==> src/rtl/if_id_register_pkg.sv <==
// Shared MIPS pipeline constants: bubble encoding and instruction field layout.
// Imported by every inter-stage register (IF/ID, ID/EX, EX/MEM, MEM/WB).
package if_id_register_pkg;

    localparam int          WORD_W   = 32;
    localparam logic [31:0] NOP_WORD = 32'h0000_0000;

    localparam int OPC_LSB = 26;
    localparam int OPC_W   = 6;
    localparam int RS_LSB  = 21;
    localparam int RT_LSB  = 16;
    localparam int RD_LSB  = 11;
    localparam int SH_LSB  = 6;
    localparam int REG_W   = 5;
    localparam int FN_LSB  = 0;
    localparam int FN_W    = 6;
    localparam int IMM_W   = 16;
    localparam int TGT_W   = 26;
    localparam int CNT_W   = 16;

    typedef struct packed {
        logic [WORD_W-1:0] instr;
        logic [WORD_W-1:0] pc4;
        logic              valid;
    } if_id_t;

endpackage

==> src/rtl/if_id_register_if.sv <==
// IF/ID bundle: fetch-side inputs, hazard controls and decoded fields.
interface if_id_register_if #(parameter int DATA_W = 32);

    logic [DATA_W-1:0] Instruction_in;
    logic [DATA_W-1:0] PCPlus4_in;
    logic              Valid_in;
    logic              Stall;
    logic              Flush;

    logic [DATA_W-1:0] Instruction_out;
    logic [DATA_W-1:0] PCPlus4_out;
    logic              Valid_out;
    logic [5:0]        Opcode;
    logic [4:0]        Rs;
    logic [4:0]        Rt;
    logic [4:0]        Rd;
    logic [4:0]        Shamt;
    logic [5:0]        Funct;
    logic [15:0]       Imm16;
    logic [25:0]       Target26;
    logic [15:0]       StallCycles;

    modport master (
        output Instruction_in, PCPlus4_in, Valid_in, Stall, Flush,
        input  Instruction_out, PCPlus4_out, Valid_out,
        input  Opcode, Rs, Rt, Rd, Shamt, Funct, Imm16, Target26,
        input  StallCycles
    );

    modport slave (
        input  Instruction_in, PCPlus4_in, Valid_in, Stall, Flush,
        output Instruction_out, PCPlus4_out, Valid_out,
        output Opcode, Rs, Rt, Rd, Shamt, Funct, Imm16, Target26,
        output StallCycles
    );

endinterface

==> src/rtl/if_id_register_pipe_reg.sv <==
// Generic pipeline register: async reset, sync clear-to-value, load enable.
module pipe_reg #(
    parameter int         W       = 32,
    parameter logic [W-1:0] RST_VAL = '0
) (
    input  logic         clk_i,
    input  logic         rst_ni,
    input  logic         en_i,
    input  logic         clr_i,
    input  logic [W-1:0] clr_val_i,
    input  logic [W-1:0] d_i,
    output logic [W-1:0] q_o
);

    logic [W-1:0] q_q;
    logic [W-1:0] q_d;

    // Clear wins over enable so a squash lands even while held.
    always_comb begin
        q_d = q_q;
        if (clr_i) begin
            q_d = clr_val_i;
        end else if (en_i) begin
            q_d = d_i;
        end
    end

    always_ff @(posedge clk_i or negedge rst_ni) begin
        if (!rst_ni) begin
            q_q <= RST_VAL;
        end else begin
            q_q <= q_d;
        end
    end

    assign q_o = q_q;

endmodule

==> src/rtl/if_id_register.sv <==
// IF/ID pipeline register with flush/stall control, field split and stall counter.
module if_id_register
    import if_id_register_pkg::*;
#(
    parameter int                DATA_W   = 32,
    parameter logic [DATA_W-1:0] NOP_WORD = DATA_W'(if_id_register_pkg::NOP_WORD)
) (
    input logic           Clk,
    input logic           Rst,
    if_id_register_if.slave bus
);

    logic [DATA_W-1:0] instr_q;
    logic [DATA_W-1:0] instr_d;
    logic [DATA_W-1:0] pc4_q;
    logic              valid_q;
    logic              load_en;
    logic [CNT_W-1:0]  stall_cnt_q;
    logic [CNT_W-1:0]  stall_cnt_d;

    assign load_en = ~bus.Stall;
    // A non-valid fetch is squashed to a bubble at the input.
    assign instr_d = bus.Valid_in ? bus.Instruction_in : NOP_WORD;

    pipe_reg #(.W(DATA_W), .RST_VAL(NOP_WORD)) u_instr (
        .clk_i     (Clk),
        .rst_ni    (Rst),
        .en_i      (load_en),
        .clr_i     (bus.Flush),
        .clr_val_i (NOP_WORD),
        .d_i       (instr_d),
        .q_o       (instr_q)
    );

    pipe_reg #(.W(DATA_W), .RST_VAL('0)) u_pc4 (
        .clk_i     (Clk),
        .rst_ni    (Rst),
        .en_i      (load_en),
        .clr_i     (bus.Flush),
        .clr_val_i ('0),
        .d_i       (bus.PCPlus4_in),
        .q_o       (pc4_q)
    );

    pipe_reg #(.W(1), .RST_VAL(1'b0)) u_valid (
        .clk_i     (Clk),
        .rst_ni    (Rst),
        .en_i      (load_en),
        .clr_i     (bus.Flush),
        .clr_val_i (1'b0),
        .d_i       (bus.Valid_in),
        .q_o       (valid_q)
    );

    always_comb begin
        stall_cnt_d = stall_cnt_q;
        if (!bus.Flush && bus.Stall && valid_q && !(&stall_cnt_q)) begin
            stall_cnt_d = stall_cnt_q + 1'b1;
        end
    end

    always_ff @(posedge Clk or negedge Rst) begin
        if (!Rst) begin
            stall_cnt_q <= '0;
        end else begin
            stall_cnt_q <= stall_cnt_d;
        end
    end

    assign bus.Instruction_out = instr_q;
    assign bus.PCPlus4_out     = pc4_q;
    assign bus.Valid_out       = valid_q;
    assign bus.Opcode          = instr_q[OPC_LSB +: OPC_W];
    assign bus.Rs              = instr_q[RS_LSB +: REG_W];
    assign bus.Rt              = instr_q[RT_LSB +: REG_W];
    assign bus.Rd              = instr_q[RD_LSB +: REG_W];
    assign bus.Shamt           = instr_q[SH_LSB +: REG_W];
    assign bus.Funct           = instr_q[FN_LSB +: FN_W];
    assign bus.Imm16           = instr_q[IMM_W-1:0];
    assign bus.Target26        = instr_q[TGT_W-1:0];
    assign bus.StallCycles     = stall_cnt_q;

endmodule

==> src/flat_wrapper.sv <==
// flat-port wrapper written by rule: the top's interface ports become plain ports
module if_id_register_flat import if_id_register_pkg::*;
#(
    parameter int                DATA_W   = 32,
    parameter logic [DATA_W-1:0] NOP_WORD = DATA_W'(if_id_register_pkg::NOP_WORD)
)
  (Clk, Rst, bus_Instruction_in, bus_PCPlus4_in, bus_Valid_in, bus_Stall, bus_Flush, bus_Instruction_out, bus_PCPlus4_out, bus_Valid_out, bus_Opcode, bus_Rs, bus_Rt, bus_Rd, bus_Shamt, bus_Funct, bus_Imm16, bus_Target26, bus_StallCycles);
  if_id_register_if #(.DATA_W(DATA_W)) bus_i ();
  input logic Clk;
  input logic Rst;
  input wire logic [$bits(bus_i.Instruction_in)-1:0] bus_Instruction_in;
  input wire logic [$bits(bus_i.PCPlus4_in)-1:0] bus_PCPlus4_in;
  input wire logic [$bits(bus_i.Valid_in)-1:0] bus_Valid_in;
  input wire logic [$bits(bus_i.Stall)-1:0] bus_Stall;
  input wire logic [$bits(bus_i.Flush)-1:0] bus_Flush;
  output wire logic [$bits(bus_i.Instruction_out)-1:0] bus_Instruction_out;
  output wire logic [$bits(bus_i.PCPlus4_out)-1:0] bus_PCPlus4_out;
  output wire logic [$bits(bus_i.Valid_out)-1:0] bus_Valid_out;
  output wire logic [$bits(bus_i.Opcode)-1:0] bus_Opcode;
  output wire logic [$bits(bus_i.Rs)-1:0] bus_Rs;
  output wire logic [$bits(bus_i.Rt)-1:0] bus_Rt;
  output wire logic [$bits(bus_i.Rd)-1:0] bus_Rd;
  output wire logic [$bits(bus_i.Shamt)-1:0] bus_Shamt;
  output wire logic [$bits(bus_i.Funct)-1:0] bus_Funct;
  output wire logic [$bits(bus_i.Imm16)-1:0] bus_Imm16;
  output wire logic [$bits(bus_i.Target26)-1:0] bus_Target26;
  output wire logic [$bits(bus_i.StallCycles)-1:0] bus_StallCycles;
  assign bus_i.Instruction_in = bus_Instruction_in;
  assign bus_i.PCPlus4_in = bus_PCPlus4_in;
  assign bus_i.Valid_in = bus_Valid_in;
  assign bus_i.Stall = bus_Stall;
  assign bus_i.Flush = bus_Flush;
  assign bus_Instruction_out = bus_i.Instruction_out;
  assign bus_PCPlus4_out = bus_i.PCPlus4_out;
  assign bus_Valid_out = bus_i.Valid_out;
  assign bus_Opcode = bus_i.Opcode;
  assign bus_Rs = bus_i.Rs;
  assign bus_Rt = bus_i.Rt;
  assign bus_Rd = bus_i.Rd;
  assign bus_Shamt = bus_i.Shamt;
  assign bus_Funct = bus_i.Funct;
  assign bus_Imm16 = bus_i.Imm16;
  assign bus_Target26 = bus_i.Target26;
  assign bus_StallCycles = bus_i.StallCycles;
  if_id_register #(.DATA_W(DATA_W), .NOP_WORD(NOP_WORD)) u_core (.Clk(Clk), .Rst(Rst), .bus(bus_i));
endmodule
==> config.mk <==
export PLATFORM = sky130hd
export DESIGN_NAME = if_id_register_flat
export DESIGN_NICKNAME = d
export VERILOG_FILES = /design/src/rtl/if_id_register_pkg.sv /design/src/rtl/if_id_register_if.sv /design/src/rtl/if_id_register_pipe_reg.sv /design/src/rtl/if_id_register.sv /design/src/flat_wrapper.sv
export SDC_FILE = /design/constraint.sdc
export NUM_CORES = 1
export LEC_CHECK = 0
export CAP_MARGIN = 0
export CORE_ASPECT_RATIO = 0.6
export CORE_UTILIZATION = 41
export CTS_CLUSTER_SIZE = 24
export DETAILED_ROUTE_END_ITERATION = 6
export PLACE_DENSITY = 0.87
export SYNTH_ARGS = -nofsm -noshare
export SYNTH_HDL_FRONTEND = slang
export SYNTH_SLANG_ARGS = --single-unit
==> constraint.sdc <==
create_clock -name Clk -period 3.4 [get_ports Clk]
set_input_delay 0.51 -clock Clk [delete_from_list [all_inputs] [get_ports Clk]]
set_output_delay 0.51 -clock Clk [all_outputs]
set_load 0.03 [all_outputs]
[After elaboration in Yosys (flattened, before gate mapping)]
Cells that the tools add are included.
Operators by class
  add/sub/neg operators: 1
  reductions and logical operators: 6
  equality and inequality tests: 1
  mux-type cells: 7
Operators by type and width (count)
  $mux W32: 5
  $add A16 B1 Y16 const B: 1
  $reduce_and A16 Y1: 1
  $logic_and A1 B1 Y1: 3
  $logic_not A1 Y1: 2
  $mux W1: 2
  $ne A2 B1 Y1 const B: 1
Storage, ports and cells
  output and inout port bits: 155
  flip-flop bits (word level): 81

[Depth between registers and ports, before layout]
Gate-level depths: netlist of run 1.
  depth in word-level cells: 4
  gate-level depth with buffers: 6
  mapped depth without buffers: 5

[Modules after synthesis]
A second synthesis of run 1 with hierarchy kept.
Second synthesis, totals
  cells, all modules: 462
  area total of the unflattened synthesis: 4595.7 µm²
By module, submodules not included
  pipe_reg (u_core.u_instr ...): seq. area each 800.8 µm², area an instance 1515.2 µm², cells each 139, instances 2
  if_id_register: seq. area each 400.4 µm², area an instance 1521.5 µm², cells each 180, instances 1
  pipe_reg (u_core.u_valid): seq. area each 25.0 µm², area an instance 43.8 µm², cells each 4, instances 1

[Worst setup path after synthesis of run 1]
No wires, ideal clock.
  path type: register -> register
  start: register u_core.stall_cnt_q[0], in the netlist u_core.bus.StallCycles[0]
  end: register u_core.stall_cnt_q[1], in the netlist u_core.bus.StallCycles[1]
  arrival time: 1.808 ns
  slack: 1.467 ns
  clock period less this slack: 1.933 ns
  stages on the path, launching flop included: 6
  cell sequence: dfrtp_1 > ha_1 > nand4_4 > nor4_4 > nor2_2 > mux2_4
On the way
  cells in the longest elaborated chain, start to end: 3
  elaborated cells on any way between the ends: 4
RTL lines
  start: declaration: line if_id_register.sv:18  | logic [CNT_W-1:0] stall_cnt_q;
  start signal: assignment: line if_id_register.sv:66  | stall_cnt_q <= stall_cnt_d;
  branches (longest 3 deep; another with $add A16 B1 Y16)
Several ways; the timed one is not identified.
A chain may end at the register's enable or synchronous reset.

[Worst setup path after layout of run 1]
  start: register u_core.stall_cnt_q[3], in the netlist u_core.bus.StallCycles[3]
  end: output bus_StallCycles[3]
RTL lines
  end: declaration: line flat_wrapper.sv:27  | output wire logic [$bits(bus_i.StallCycles)-1:0] bus_StallCycles;
No word-level cell between the ends.

==> results.cfg, run 1 <==
[cells_and_area]
antenna_cells = 0
fill_cells = 623
layout_commonest_cell = clkdlybuf4s50_1
post-route-util_pct = 67.68
seq_area_sq_um = 2027
fin_nets = 546
multi_input_area_sq_um = 1189
drive_gt1_share_pct = 7.069
layout_common_cells = clkdlybuf4s50_1, dfrtp_1, nor2_1, mux2i_1, a22o_1
synthToLayoutAreaGrowth_pct = 54.86

[grt]
track_usage_pct = 20.26
grt_max_degree = 82
overflow = 0
grt_pass1_vias = 2914
grt_pass1_wl_um = 15440
antenna_found_initial = 0

[routing]
drc = 0
drt_iter0_markers = 137
vias = 2902
vias_per_cell = 4.894
totalWireLength_um = 9612
wl_per_cell_um = 16.21
dr.pass1.iters = 4
detail-route-antenna-nets = 0

[synth]
seq_area_frac_synth_pct = 52.80
yosysWarnings = 0
synth_flop_cell = dfrtp_1
syn_inst = 328
synth_edf_count = 0
syn_nets = 398
syn_area_sq_um = 3839
async_flop_share_pct = 100.0
avgSynthCellArea_sq_um = 11.70
ys_ff_latch = 81
yosysUniqueCellTypes = 34

[timing]
period_minus_slack_ps = 2077
setup_viol = 0
rsz0062_at_grt = no
clock.fmax_ghz = 0.4814
slew_violations = 0
tns_ps = 0
tightest_slew_ps = 1001
skew_ps = 6.877
hold_violations = 0
period_share_pct = 61.10
maxSlewHeadroom_pct = 33.28

[cts]
post-cts-setup-buffer-count = 0
clock_latency_ps = 320
cts.sink_count = 81
clk_pin_slew_ps = 60
cts-root-buf = clkbuf_16
numCtsBuffers = 9
htree_num_levels = 3
cts-hold-fix-buffers = 0
cts_tree = built
cts.path.max_buffers = 2
cts_resized = 0

[placed_design]
port_buffers = 223
gp_congestion = 0.8605
dp_hpwl_um = 7175

[power]
ir_worst_vdd_uv = 301.2
leakage_uw = 0.002657
p_per_area_nw_per_um2 = 449.7

[worst_setup_path]
cp-start-kind = register
arrival_ps = 1570
crit_slowest_cell = clkdlybuf4s50_1
setup.worst_path.end_class = primary output
r2r_cells = 5
crit_chain = clkdlybuf4s50_1
cp_top_family = buffers and inverters
crit_type = register to primary output
crit_cells = 1
critPathBufInv = 1
worstPathMaxFanout = 5
r2r_setup_slack_ps = 1430
crit_required_ps = 2890
max_stage_delay_ps = 740

[die]
fp.dieArea_sq_um = 9766
die_y_um = 76.95
chipWidth_um = 126.9
num_rows = 26
io-pin-count = 224
coreArea_sq_um = 8783
start_util_pct = 43.70

[worst_hold_path]
hold_path.class = primary input to async pin

[flow_run]
drv_cap = 0

[outcome]
status = finished, final reports clean
-- layer usage --
layer | track usage (%) | vias up | share of wire, %
met4 | 4.286 | 0 | 0.51
met2 | 34.18 | 132 | 49
li1 | - | 1345 | -
met3 | 5.722 | 7 | 6.0
met5 | 0 | - | 0
met1 | 25.99 | 1418 | 44
-- cells in the mapped netlist, types with 2 or more instances --
| cell type | n | area [sq um] |
|---|---|---|
| a22o_1 | 32 | 280.3 |
| and4_1 | 2 | 17.52 |
| buf_2 | 6 | 30.03 |
| buf_4 | 75 | 563.0 |
| clkbuf_1 | 9 | 33.78 |
| dfrtp_1 | 81 | 2027 |
| mux2i_1 | 32 | 320.3 |
| nand2_1 | 6 | 22.52 |
| nand3_1 | 6 | 30.03 |
| nand4_4 | 2 | 42.54 |
| nor2_1 | 37 | 138.9 |
| nor3_1 | 6 | 30.03 |
| nor4_2 | 2 | 25.02 |
| xnor2_1 | 3 | 26.28 |
| xor2_1 | 10 | 87.58 |
-- per-stage QoR --
stage	area, sq um	worst slack [ps]	power [uW]	hold slack [ps]	instances
final	5944	1323	2673	311.4	593
after global routing	5944	1269	2787	438.0	593
after CTS	5944	1303	2710	386.0	593
after detailed placement	5614	1154	1658	515.2	577
after global placement	5614	1212	1647	506.8	577
after floorplan	3839	1467	1400	214.4	328
-- state kept, by name (all words and copies together) (netlist names) --
register                cells
u_core.u_pc4.q_o           32
u_core.u_valid.q_o          1
u_core.bus.StallCycles     16
u_core.u_instr.q_o         32
-- path summary, 6_finish.rpt --
| check | startpoint | end |
|---|---|---|
| max | u_core.bus.StallCycles[3] | bus_StallCycles[3] |
| max reg2reg | u_core.bus.StallCycles[0] | u_core.bus.StallCycles[1] |
| min reg2reg | u_core.u_pc4.q_o[14] | u_core.u_pc4.q_o[14] |
| min in group Clk | u_core.u_pc4.q_o[14] | u_core.u_pc4.q_o[14] |
| max in group asynchronous | Rst | u_core.u_instr.q_o[8] |
| min | Rst | u_core.u_pc4.q_o[19] |
-- where the power goes --
part | internal, uW | switching [uW]
combinational | 262 | 302
sequential | 1020 | 55.0
clock | 665 | 372
-- area by class of cell --
type	count	area share [%]
clock buffer	10	4.020
clock inverter	6	1.537
inverter	1	0.06314
multi-input combinational	156	20.00
sequential	81	34.10
tap	112	2.357
timing repair buffer	227	37.93
-- cells by family after synthesis --
group	Yosys count	synth area share, %
xor+xnor	13	2.966
simple gates	73	10.59
fa+ha+maj	1	0.3259
mux	34	9.029
buf+inv	91	16.43
flops	81	52.80
compound gates	35	7.855
Power figures use the tool's default switching activity.
==> inputs of run 2 (changes only) <==
- CORE_UTILIZATION: 41 -> 38
- PLACE_DENSITY: 0.87 -> 0.82
- clock period: 3.4 -> 2.04 ns (I/O delays scaled with it)
==> run 2 against run 1 <==
Against the previous run:
- setup slack got worse by 1100 ps
- final cell count increased by 4.2%
- combinational power increased by 70%
- sequential power increased by 66%
- worst hold slack improved by 160 ps
- non-clock buffer count increased by 7
- routed wire length increased by 1.4%
- first-iteration DRC count increased by 23%
- core utilization decreased by 4.2 points
- critical path type unchanged
- critical endpoint is now bus_StallCycles[6]
- largest cell class unchanged
==> results.cfg, run 2 (synthesis results as in run 1) <==
[outcome]
status = finished, final reports clean

[cts]
cts.path.max_buffers = 2
htree_num_levels = 3
clk_pin_slew_ps = 60
cts_resized = 0
post-cts-setup-buffer-count = 0
cts.sink_count = 81
numCtsBuffers = 9
clock_latency_ps = 330
cts_tree = built
cts-root-buf = clkbuf_16

[timing]
rsz0062_at_grt = no
tns_ps = 0
period_minus_slack_ps = 1859
tightest_slew_ps = 545.9
slew_violations = 0
hold_violations = 0
hold_ws_ps = 469.7
maxSlewHeadroom_pct = 63.61
setup_viol = 0
period_share_pct = 91.14
skew_ps = 6.331
clock.fmax_ghz = 0.5379

[die]
coreArea_sq_um = 9493
num_rows = 27
io-pin-count = 224
chipWidth_um = 131.8
start_util_pct = 40.44
fp.dieArea_sq_um = 10520
die_y_um = 79.85

[grt]
overflow = 0
track_usage_pct = 18.81
met2_usage_pct = 29.74
antenna_found_initial = 0
grt_use_met3_pct = 5.651
use_met1_pct = 25.08
grt_pass1_wl_um = 15370
grt_max_degree = 48
busiest_layer = met2
grt_pass1_vias = 2959

[routing]
drc = 0
vias_per_cell = 4.712
detail-route-antenna-nets = 0
wl_per_cell_um = 15.77
totalWireLength_um = 9746
vias = 2912
dr.pass1.iters = 4
drt_iter0_markers = 168

[cells_and_area]
layout_common_cells = clkdlybuf4s50_1, dfrtp_1, nor2_1, mux2i_1, a22o_1
synthToLayoutAreaGrowth_pct = 57.07
post-route-util_pct = 63.52
layout_commonest_cell = clkdlybuf4s50_1
antenna_cells = 0
finalInstanceArea_sq_um = 6030
fin_nets = 553
drive_gt1_share_pct = 7.787

[worst_setup_path]
critPathBufInv = 1
arrival_ps = 1550
crit_slowest_cell = clkdlybuf4s50_1
cp_top_family = buffers and inverters
setup.worst_path.end_class = primary output
crit_chain = clkdlybuf4s50_1
r2r_cells = 6
crit_type = register to primary output
crit_cells = 1
cp-start-kind = register
crit_required_ps = 1730
worstPathMaxFanout = 6
max_stage_delay_ps = 740

[worst_hold_path]
hold_path.class = primary input to async pin

[power]
ir_worst_vdd_uv = 412.1
leakage_uw = 0.002681
p_per_area_nw_per_um2 = 737.2

[flow_run]
drv_cap = 0

[placed_design]
gp_congestion = 0.8355
port_buffers = 223
dp_hpwl_um = 7320
placed_cell_area_sq_um = 5707
==> run 2: changes by cell type in the layout (fill, tap and decap cells not counted), sizes merged <==
cell         change
clkinv           -3
clkinvlp         +2
clkbuf           +1
buf              +6
dlygate4sd3      +1
==> run 2: where the power goes <==
part	switching, uW	internal (uW)	total, uW
logic	512	450	962
clock network	630	1070	1700
registers	88.2	1690	1780
total	1230	3210	4440
==> run 2: layer usage <==
layer	share of wire (%)	routed length [um]
met1	47	4540
met2	46	4492
met3	6.5	638
met4	0.77	75
met5	0	0
==> run 2: final timing paths <==
check                                          start                   endpoint  slack [ps]
setup / recovery           u_core.bus.StallCycles[6]         bus_StallCycles[6]         180
hold / removal                                   Rst  u_core.bus.StallCycles[8]         470
setup reg to reg           u_core.bus.StallCycles[0]  u_core.bus.StallCycles[1]         200
max in group asynchronous                        Rst     u_core.u_instr.q_o[24]         960
min in group Clk                           bus_Stall         u_core.u_valid.q_o         510
hold reg to reg                  u_core.u_pc4.q_o[1]        u_core.u_pc4.q_o[1]         520
==> run 2: per-stage QoR <==
step	instances	setup slack [ps]	total power [uW]
finish	618	180.8	4445
global route	618	113.6	4617
CTS	618	166.3	4495
detailed placement	601	33.74	2779
global placement	601	51.79	2756
floorplan	328	106.9	2334
==> run 2: layout make-up <==
cell class                      instances  area, sq um
Fill cell                             749         3463
Timing Repair Buffer                  234         2335
Sequential cell                        81         2027
Multi-Input combinational cell        156         1189
Clock buffer                           11        232.7
Tap cell                              130        162.7
Clock inverter                          5        80.08
Inverter                                1        3.754
==> run 2: repair_timing <==
| item | 4_1_cts | 5_1_grt |
|---|---|---|
| endpoints found under the hold margin | 34 | 0 |
| setup endpoints to repair | 0 | 0 |
| hold buffers | 1 | 0 |
